## src/rtl/rv_pkg.sv

```systemverilog
// rv_pkg: shared RISC-V decode definitions.
// Contents:
//   - base opcode constants for the RV32I major opcodes;
//   - FUNCT3_SR, the shift-right funct3 used to pick out SRAI/SRLI;
//   - fmt_flags_t, the one-hot instruction-format flag set that drives the
//     immediate-select logic in Stage2.
package rv_pkg;

  localparam logic [6:0] OPC_OP     = 7'b0110011;
  localparam logic [6:0] OPC_LUI    = 7'b0110111;
  localparam logic [6:0] OPC_AUIPC  = 7'b0010111;
  localparam logic [6:0] OPC_LOAD   = 7'b0000011;
  localparam logic [6:0] OPC_OPIMM  = 7'b0010011;
  localparam logic [6:0] OPC_JALR   = 7'b1100111;
  localparam logic [6:0] OPC_FENCE  = 7'b0001111;
  localparam logic [6:0] OPC_SYSTEM = 7'b1110011;
  localparam logic [6:0] OPC_STORE  = 7'b0100011;
  localparam logic [6:0] OPC_BRANCH = 7'b1100011;
  localparam logic [6:0] OPC_JAL    = 7'b1101111;

  localparam logic [2:0] FUNCT3_SR  = 3'b101;

  // One-hot format flags; i_not_srai is the only bit allowed to ride along
  // with another one (it is always a subset of i).
  typedef struct packed {
    logic r;
    logic u;
    logic i;
    logic i_not_srai;
    logic sb;
    logic uj;
    logic s;
  } fmt_flags_t;

endpackage

```

## src/rtl/if_id_skid_decode_if.sv

```systemverilog
// if_id_skid_decode_if: handshake bundle of the IF/ID boundary stage.
// Signals:
//   fetch side : in_valid, in_ready, in_instr, in_pc, flush
//   Stage2 side: out_valid, out_ready, out_instr, out_pc and the format
//                flags Rformat, Uformat, Iformat, IbutnotSRAIformat,
//                SBformat, UJformat, Sformat
//   illegal    : head opcode unrecognised, only when IFID_ILLEGAL_DETECT_EN
//                is defined.
// Modports:
//   slave  : the skid/decode stage itself
//   master : the environment (fetch + Stage2)
interface if_id_skid_decode_if #(
  parameter int XLEN = 32
);

  logic            in_valid;
  logic            in_ready;
  logic [XLEN-1:0] in_instr;
  logic [XLEN-1:0] in_pc;
  logic            flush;
  logic            out_valid;
  logic            out_ready;
  logic [XLEN-1:0] out_instr;
  logic [XLEN-1:0] out_pc;
  logic            Rformat;
  logic            Uformat;
  logic            Iformat;
  logic            IbutnotSRAIformat;
  logic            SBformat;
  logic            UJformat;
  logic            Sformat;
`ifdef IFID_ILLEGAL_DETECT_EN
  logic            illegal;
`endif

  modport slave (
    input  in_valid, in_instr, in_pc, flush, out_ready,
    output in_ready, out_valid, out_instr, out_pc,
    output Rformat, Uformat, Iformat, IbutnotSRAIformat,
    output SBformat, UJformat, Sformat
`ifdef IFID_ILLEGAL_DETECT_EN
    , output illegal
`endif
  );

  modport master (
    output in_valid, in_instr, in_pc, flush, out_ready,
    input  in_ready, out_valid, out_instr, out_pc,
    input  Rformat, Uformat, Iformat, IbutnotSRAIformat,
    input  SBformat, UJformat, Sformat
`ifdef IFID_ILLEGAL_DETECT_EN
    , input illegal
`endif
  );

endinterface

```

## src/rtl/rv_format_decode.sv

```systemverilog
// rv_format_decode: purely combinational RV32I instruction-format decoder.
// Ports:
//   instr_i   in  32  instruction word
//   flags_o   out 7   one-hot format flags (i_not_srai rides with i)
//   illegal_o out 1   opcode not one of the recognised major opcodes
module rv_format_decode
  import rv_pkg::*;
(
  input  logic [31:0] instr_i,
  output fmt_flags_t  flags_o,
  output logic        illegal_o
);

  logic [6:0] opcode_s;
  logic       is_srai_s;

  assign opcode_s  = instr_i[6:0];
  // SRAI is the only I-type whose imm field is not a plain sign-extended
  // 12-bit value (bit 30 selects arithmetic shift), so Stage2 needs it split.
  assign is_srai_s = (opcode_s == OPC_OPIMM) && (instr_i[14:12] == FUNCT3_SR)
                     && instr_i[30];

  // Map the major opcode onto its format class.
  always_comb begin
    flags_o   = fmt_flags_t'(7'b0);
    illegal_o = 1'b0;
    case (opcode_s)
      OPC_OP:                 flags_o.r = 1'b1;
      OPC_LUI, OPC_AUIPC:     flags_o.u = 1'b1;
      OPC_LOAD, OPC_OPIMM, OPC_JALR, OPC_FENCE, OPC_SYSTEM: begin
        flags_o.i          = 1'b1;
        flags_o.i_not_srai = ~is_srai_s;
      end
      OPC_STORE:              flags_o.s  = 1'b1;
      OPC_BRANCH:             flags_o.sb = 1'b1;
      OPC_JAL:                flags_o.uj = 1'b1;
      default:                illegal_o  = 1'b1;
    endcase
  end

endmodule

```

## src/rtl/if_id_skid_decode.sv

```systemverilog
// if_id_skid_decode: IF/ID boundary stage with a 2-entry skid buffer.
// Instructions are decoded once at enqueue; the head entry (instr, pc and
// registered format flags) is presented to Stage2.
// Ports:
//   clk  in  rising-edge clock
//   rst  in  asynchronous active-high reset
//   bus  if_id_skid_decode_if.slave (fetch handshake, Stage2 handshake,
//        flush, head outputs and format flags)
// Configuration:
//   IFID_ILLEGAL_DETECT_EN defined -> per-entry illegal bit and illegal port.
module if_id_skid_decode
  import rv_pkg::*;
#(
  parameter int XLEN = 32
) (
  input  logic                  clk,
  input  logic                  rst,
  if_id_skid_decode_if.slave    bus
);

  logic [XLEN-1:0] instr_q [2];
  logic [XLEN-1:0] pc_q    [2];
  fmt_flags_t      flags_q [2];
  logic            head_q;
  logic [1:0]      count_q;
  logic [1:0]      count_d;
  logic            in_ready_q;

  logic            out_valid_s;
  logic            push_s;
  logic            pop_s;
  logic            tail_s;
  fmt_flags_t      dec_flags_s;
  fmt_flags_t      head_flags_s;
`ifdef IFID_ILLEGAL_DETECT_EN
  logic            illegal_q [2];
  logic            dec_illegal_s;
`else
  logic            dec_illegal_unused_s;
`endif

  rv_format_decode u_decode (
    .instr_i   (bus.in_instr[31:0]),
    .flags_o   (dec_flags_s),
`ifdef IFID_ILLEGAL_DETECT_EN
    .illegal_o (dec_illegal_s)
`else
    .illegal_o (dec_illegal_unused_s)
`endif
  );

  assign out_valid_s = (count_q != 2'd0);
  // in_ready comes from a register, so out_ready never reaches in_ready
  // combinationally; the second entry absorbs the beat that arrives while
  // the full indication is still in flight.
  assign push_s      = bus.in_valid & in_ready_q & ~bus.flush;
  assign pop_s       = out_valid_s & bus.out_ready & ~bus.flush;
  assign tail_s      = head_q ^ count_q[0];

  // Next occupancy; flush dominates both push and pop.
  always_comb begin
    count_d = count_q;
    if (bus.flush) begin
      count_d = 2'd0;
    end else begin
      case ({push_s, pop_s})
        2'b10:   count_d = count_q + 2'd1;
        2'b01:   count_d = count_q - 2'd1;
        default: count_d = count_q;
      endcase
    end
  end

  // Pointer, occupancy and registered ready.
  always_ff @(posedge clk or posedge rst) begin
    if (rst) begin
      head_q     <= 1'b0;
      count_q    <= 2'd0;
      in_ready_q <= 1'b1;
    end else begin
      count_q    <= count_d;
      in_ready_q <= (count_d < 2'd2);
      if (bus.flush) begin
        head_q <= 1'b0;
      end else if (pop_s) begin
        head_q <= ~head_q;
      end else begin
        head_q <= head_q;
      end
    end
  end

  // Entry storage, written at the tail on push with freshly decoded flags.
  always_ff @(posedge clk or posedge rst) begin
    if (rst) begin
      for (int k = 0; k < 2; k++) begin
        instr_q[k]   <= {XLEN{1'b0}};
        pc_q[k]      <= {XLEN{1'b0}};
        flags_q[k]   <= fmt_flags_t'(7'b0);
`ifdef IFID_ILLEGAL_DETECT_EN
        illegal_q[k] <= 1'b0;
`endif
      end
    end else if (push_s) begin
      instr_q[tail_s]   <= bus.in_instr;
      pc_q[tail_s]      <= bus.in_pc;
      flags_q[tail_s]   <= dec_flags_s;
`ifdef IFID_ILLEGAL_DETECT_EN
      illegal_q[tail_s] <= dec_illegal_s;
`endif
    end
  end

  // Head outputs are forced to zero while the buffer is empty.
  assign head_flags_s          = out_valid_s ? flags_q[head_q] : fmt_flags_t'(7'b0);
  assign bus.in_ready          = in_ready_q;
  assign bus.out_valid         = out_valid_s;
  assign bus.out_instr         = out_valid_s ? instr_q[head_q] : {XLEN{1'b0}};
  assign bus.out_pc            = out_valid_s ? pc_q[head_q]    : {XLEN{1'b0}};
  assign bus.Rformat           = head_flags_s.r;
  assign bus.Uformat           = head_flags_s.u;
  assign bus.Iformat           = head_flags_s.i;
  assign bus.IbutnotSRAIformat = head_flags_s.i_not_srai;
  assign bus.SBformat          = head_flags_s.sb;
  assign bus.UJformat          = head_flags_s.uj;
  assign bus.Sformat           = head_flags_s.s;
`ifdef IFID_ILLEGAL_DETECT_EN
  assign bus.illegal           = out_valid_s & illegal_q[head_q];
`endif

endmodule

```

## src/flat_wrapper.sv

```systemverilog
// flat-port wrapper written by rule: the top's interface ports become plain ports
module if_id_skid_decode_flat import rv_pkg::*;
#(
  parameter int XLEN = 32
)
  (clk, rst, bus_in_valid, bus_in_instr, bus_in_pc, bus_flush, bus_out_ready, bus_in_ready, bus_out_valid, bus_out_instr, bus_out_pc, bus_Rformat, bus_Uformat, bus_Iformat, bus_IbutnotSRAIformat, bus_SBformat, bus_UJformat, bus_Sformat);
  if_id_skid_decode_if #(.XLEN(XLEN)) bus_i ();
  input  logic clk;
  input  logic rst;
  input wire logic [$bits(bus_i.in_valid)-1:0] bus_in_valid;
  input wire logic [$bits(bus_i.in_instr)-1:0] bus_in_instr;
  input wire logic [$bits(bus_i.in_pc)-1:0] bus_in_pc;
  input wire logic [$bits(bus_i.flush)-1:0] bus_flush;
  input wire logic [$bits(bus_i.out_ready)-1:0] bus_out_ready;
  output wire logic [$bits(bus_i.in_ready)-1:0] bus_in_ready;
  output wire logic [$bits(bus_i.out_valid)-1:0] bus_out_valid;
  output wire logic [$bits(bus_i.out_instr)-1:0] bus_out_instr;
  output wire logic [$bits(bus_i.out_pc)-1:0] bus_out_pc;
  output wire logic [$bits(bus_i.Rformat)-1:0] bus_Rformat;
  output wire logic [$bits(bus_i.Uformat)-1:0] bus_Uformat;
  output wire logic [$bits(bus_i.Iformat)-1:0] bus_Iformat;
  output wire logic [$bits(bus_i.IbutnotSRAIformat)-1:0] bus_IbutnotSRAIformat;
  output wire logic [$bits(bus_i.SBformat)-1:0] bus_SBformat;
  output wire logic [$bits(bus_i.UJformat)-1:0] bus_UJformat;
  output wire logic [$bits(bus_i.Sformat)-1:0] bus_Sformat;
  assign bus_i.in_valid = bus_in_valid;
  assign bus_i.in_instr = bus_in_instr;
  assign bus_i.in_pc = bus_in_pc;
  assign bus_i.flush = bus_flush;
  assign bus_i.out_ready = bus_out_ready;
  assign bus_in_ready = bus_i.in_ready;
  assign bus_out_valid = bus_i.out_valid;
  assign bus_out_instr = bus_i.out_instr;
  assign bus_out_pc = bus_i.out_pc;
  assign bus_Rformat = bus_i.Rformat;
  assign bus_Uformat = bus_i.Uformat;
  assign bus_Iformat = bus_i.Iformat;
  assign bus_IbutnotSRAIformat = bus_i.IbutnotSRAIformat;
  assign bus_SBformat = bus_i.SBformat;
  assign bus_UJformat = bus_i.UJformat;
  assign bus_Sformat = bus_i.Sformat;
  if_id_skid_decode #(.XLEN(XLEN)) u_core (.clk(clk), .rst(rst), .bus(bus_i));
endmodule
```

## config.mk

```make
export PLATFORM = sky130hd
export DESIGN_NAME = if_id_skid_decode_flat
export DESIGN_NICKNAME = d
export VERILOG_FILES = /design/src/rtl/rv_pkg.sv /design/src/rtl/if_id_skid_decode_if.sv /design/src/rtl/rv_format_decode.sv /design/src/rtl/if_id_skid_decode.sv /design/src/flat_wrapper.sv
export SDC_FILE = /design/constraint.sdc
export NUM_CORES = 1
export LEC_CHECK = 0
export ABC_AREA = 1
export CELL_PAD_IN_SITES_DETAIL_PLACEMENT = 0
export CELL_PAD_IN_SITES_GLOBAL_PLACEMENT = 2
export CORE_MARGIN = 3
export CORE_UTILIZATION = 31
export CTS_CLUSTER_SIZE = 16
export DETAILED_ROUTE_END_ITERATION = 10
export PLACE_DENSITY_LB_ADDON = 0.1
export SYNTH_ARGS = -nofsm -noshare
export SYNTH_HDL_FRONTEND = slang
export SYNTH_HIERARCHICAL = 1
export SYNTH_SLANG_ARGS = --single-unit
export TNS_END_PERCENT = 30
```

## constraint.sdc

```tcl
create_clock -name clk -period 17.9 [get_ports clk]
set_input_delay 5.37 -clock clk [delete_from_list [all_inputs] [get_ports clk]]
set_output_delay 5.37 -clock clk [all_outputs]
set_load 0.01 [all_outputs]
```

==> impl_results.md <==
* RD Place Congestion at about 0.71
* I/O Buffers at 141
* Run status: completed
* Cts bufs inserted at 17
* Residual DRC at 0
* Final non-filler cell total at 1327
* Post-route setup slack at 9.54 ns
* Pre-CTS setup slack at 9.85 ns
* Final hold violation count at 0
* Max Freq at about 0.12 GHz
* Hold path depth at 2
* Share of cells above drive strength 1 at 0.0535
* Filler Cell Count at 2267
* Antenna-violating nets left at 0
* WL/cell at 16.7 um
* Final Setup Violations at 0
* CP arrival at 2.99 ns
* Chip height at 156 um
* DP Cell Count at 1296
* Depth of the worst register-to-register path at 7
* Post-CTS Setup Bufs at 0
* Area of the multi-input gates at 0.00302 mm^2
* Max FO, Critical Path at 36
* First-pass GRT wire length at between 30 and 40 mm
* Setup skew after layout at 0.00593 ns
* Min-delay src: u_core/pc_q[9]$_DFFE_PP0P_
* Maximum VDD drop at around 0.060 mV
* Largest net degree at the start of global routing at 90
* Hpwl dp at 12.3 mm
* RSZ-0062 raised after global routing: no
* Detailed Route WL at 22.2 mm
* Worst R2R Setup Slack at 14.24 ns
* Min Tclk post-route at between 8 and 9 ns
* Max Slew Vio Count at 0
* Starting Density at 0.317
* P_leak at 4.42 nW
* Startpoint Class: register
* CTS sink cnt at ~150
* Ant diodes at 0
* Clk slew on worst S/H paths at roughly 0.060 ns
* Fin crit share at 0.467
* H-tree depth at 4
* Syn Nets at 1003
* GRT Residual Overflow at 0
* Vias per cell at between 4 and 5
* Hold Path End: u_core/pc_q[9]$_DFFE_PP0P_
* Warnings, synthesis at 6
* # nets final at 1106
* Reg2reg end: u_core/instr_q[4]$_DFFE_PP0P_
* CTS resizes at 0
* Setup CP Type: register to primary output
* Worst Path Required at 12.53 ns
* RR Startpoint: u_core/head_q$_DFFE_PP0P_
* Cell Pwr Density at 119 mW/mm^2
* Slew margin rel. at 0.329
* Max Cap Violations at 0
* Reg area at 0.00366 mm^2
* # IOs at 142
* Syn Inst Count at 932
* Root Buffer Master: clkbuf_16
* Syn avg cell area at 7.46 um^2
* Cts hold-fix bufs at 0
* Core area at 0.0220 mm^2
* Post-Syn Area at roughly 0.007 mm^2
* Row Count at 54
* Worst skew pair latency at ~0.42 ns
* DIE WIDTH at ~160 um
* CP Capture Type: primary output
* Setup Total Neg Slack at 0 ns
* Die Area at 0.0243 mm^2
* Vias in the first global route at 6380
* Clk buf depth at 2
* Gr usage total at 0.185
* Via Count at 6441
* Worst Hold Class: register to register
* First DRT Iteration DRCs at ~390
* CTS tree: built
* Drt pass-1 iters at 7
* Slew @ Worst Pin at 1.01 ns
* Antenna violations before repair at 0
* Area grow syn2layout at 32.3%
==> worst max path at each step <==
stage	startpoint	slack (ns)	cells past startpoint	endpoint
after floorplan	rst	8.61	1	u_core/count_q[0]$_DFFE_PP0P_
after detailed placement	bus_in_valid	9.85	8	u_core/pc_q[30]$_DFFE_PP0P_
after CTS	u_core/head_q$_DFFE_PP0P_	9.46	5	bus_Iformat
after global routing	u_core/head_q$_DFFE_PP0P_	9.36	5	bus_out_pc[31]
final	u_core/head_q$_DFFE_PP0P_	9.54	5	bus_Iformat
after global placement	bus_in_valid	9.89	8	u_core/pc_q[11]$_DFFE_PP0P_
==> per-layer routing <==
metal / vias to the layer above / track usage / part of all wire / routed length, um
met5: - / 0 / 0 / 0
met3: 19 / 0.0311 / 0.040 / 877
met4: 0 / 0.0526 / 0.015 / 339
li1: 3184 / - / - / -
met1: 3091 / 0.248 / 0.47 / 10400
met2: 147 / 0.309 / 0.48 / 10600
==> stage by stage <==
stage	instance area [um^2]	hold slack [ns]	utilization	power, mW
after floorplan	6950	0.442	-	0.633
after global placement	8590	0.453	0.391	0.725
after detailed placement	8590	0.458	0.391	0.730
after CTS	9200	0.473	0.419	1.11
after global routing	9200	0.486	0.419	1.17
final	9200	0.468	0.419	1.09
==> where the power goes <==
group / total, mW / internal [mW] / switching (mW)
logic: 0.233 / 0.0938 / 0.139
registers: 0.489 / 0.434 / 0.0553
clock network: 0.373 / 0.233 / 0.140
total: 1.09 / 0.761 / 0.334
==> sequential cells by signal (all words and copies together) (netlist names) <==
signal	flops
u_core/instr_q	64
u_core/bus.in_ready	1
u_core/pc_q	64
u_core/head_q	1
u_core/count_q	2
u_core/flags_q	14
==> worst max-delay path, stage by stage (launching register included) <==
cell	delay, ns
dfrtp_4	0.48
inv_2	0.57
buf_4	0.54
nand2_1	0.09
a21oi_1	0.26
clkdlybuf4s50_1	0.60
==> cells in the final DEF, fill, tap and decap left out, types with 2 or more instances in the layout <==
master / n
a21oi_1: 71
buf_4: 10
inv_1: 12
clkinvlp_4: 2
clkbuf_16: 17
nand4_1: 2
clkinv_2: 3
dfrtp_1: 144
bufinv_16: 3
nand3_1: 148
ha_1: 2
inv_2: 4
nor3_1: 4
clkbuf_8: 4
clkdlybuf4s50_1: 141
nand2_2: 3
nor2_4: 2
nand2_1: 447
nor2_1: 17
==> area by class of cell <==
cell class,count,share of cell area
clock buffer,22,0.0526
timing repair buffer,151,0.162
inverter,17,0.00748
multi-input combinational,702,0.329
tap,280,0.0381
clock inverter,9,0.0140
sequential,146,0.398
(Power assumes the default switching activity.)
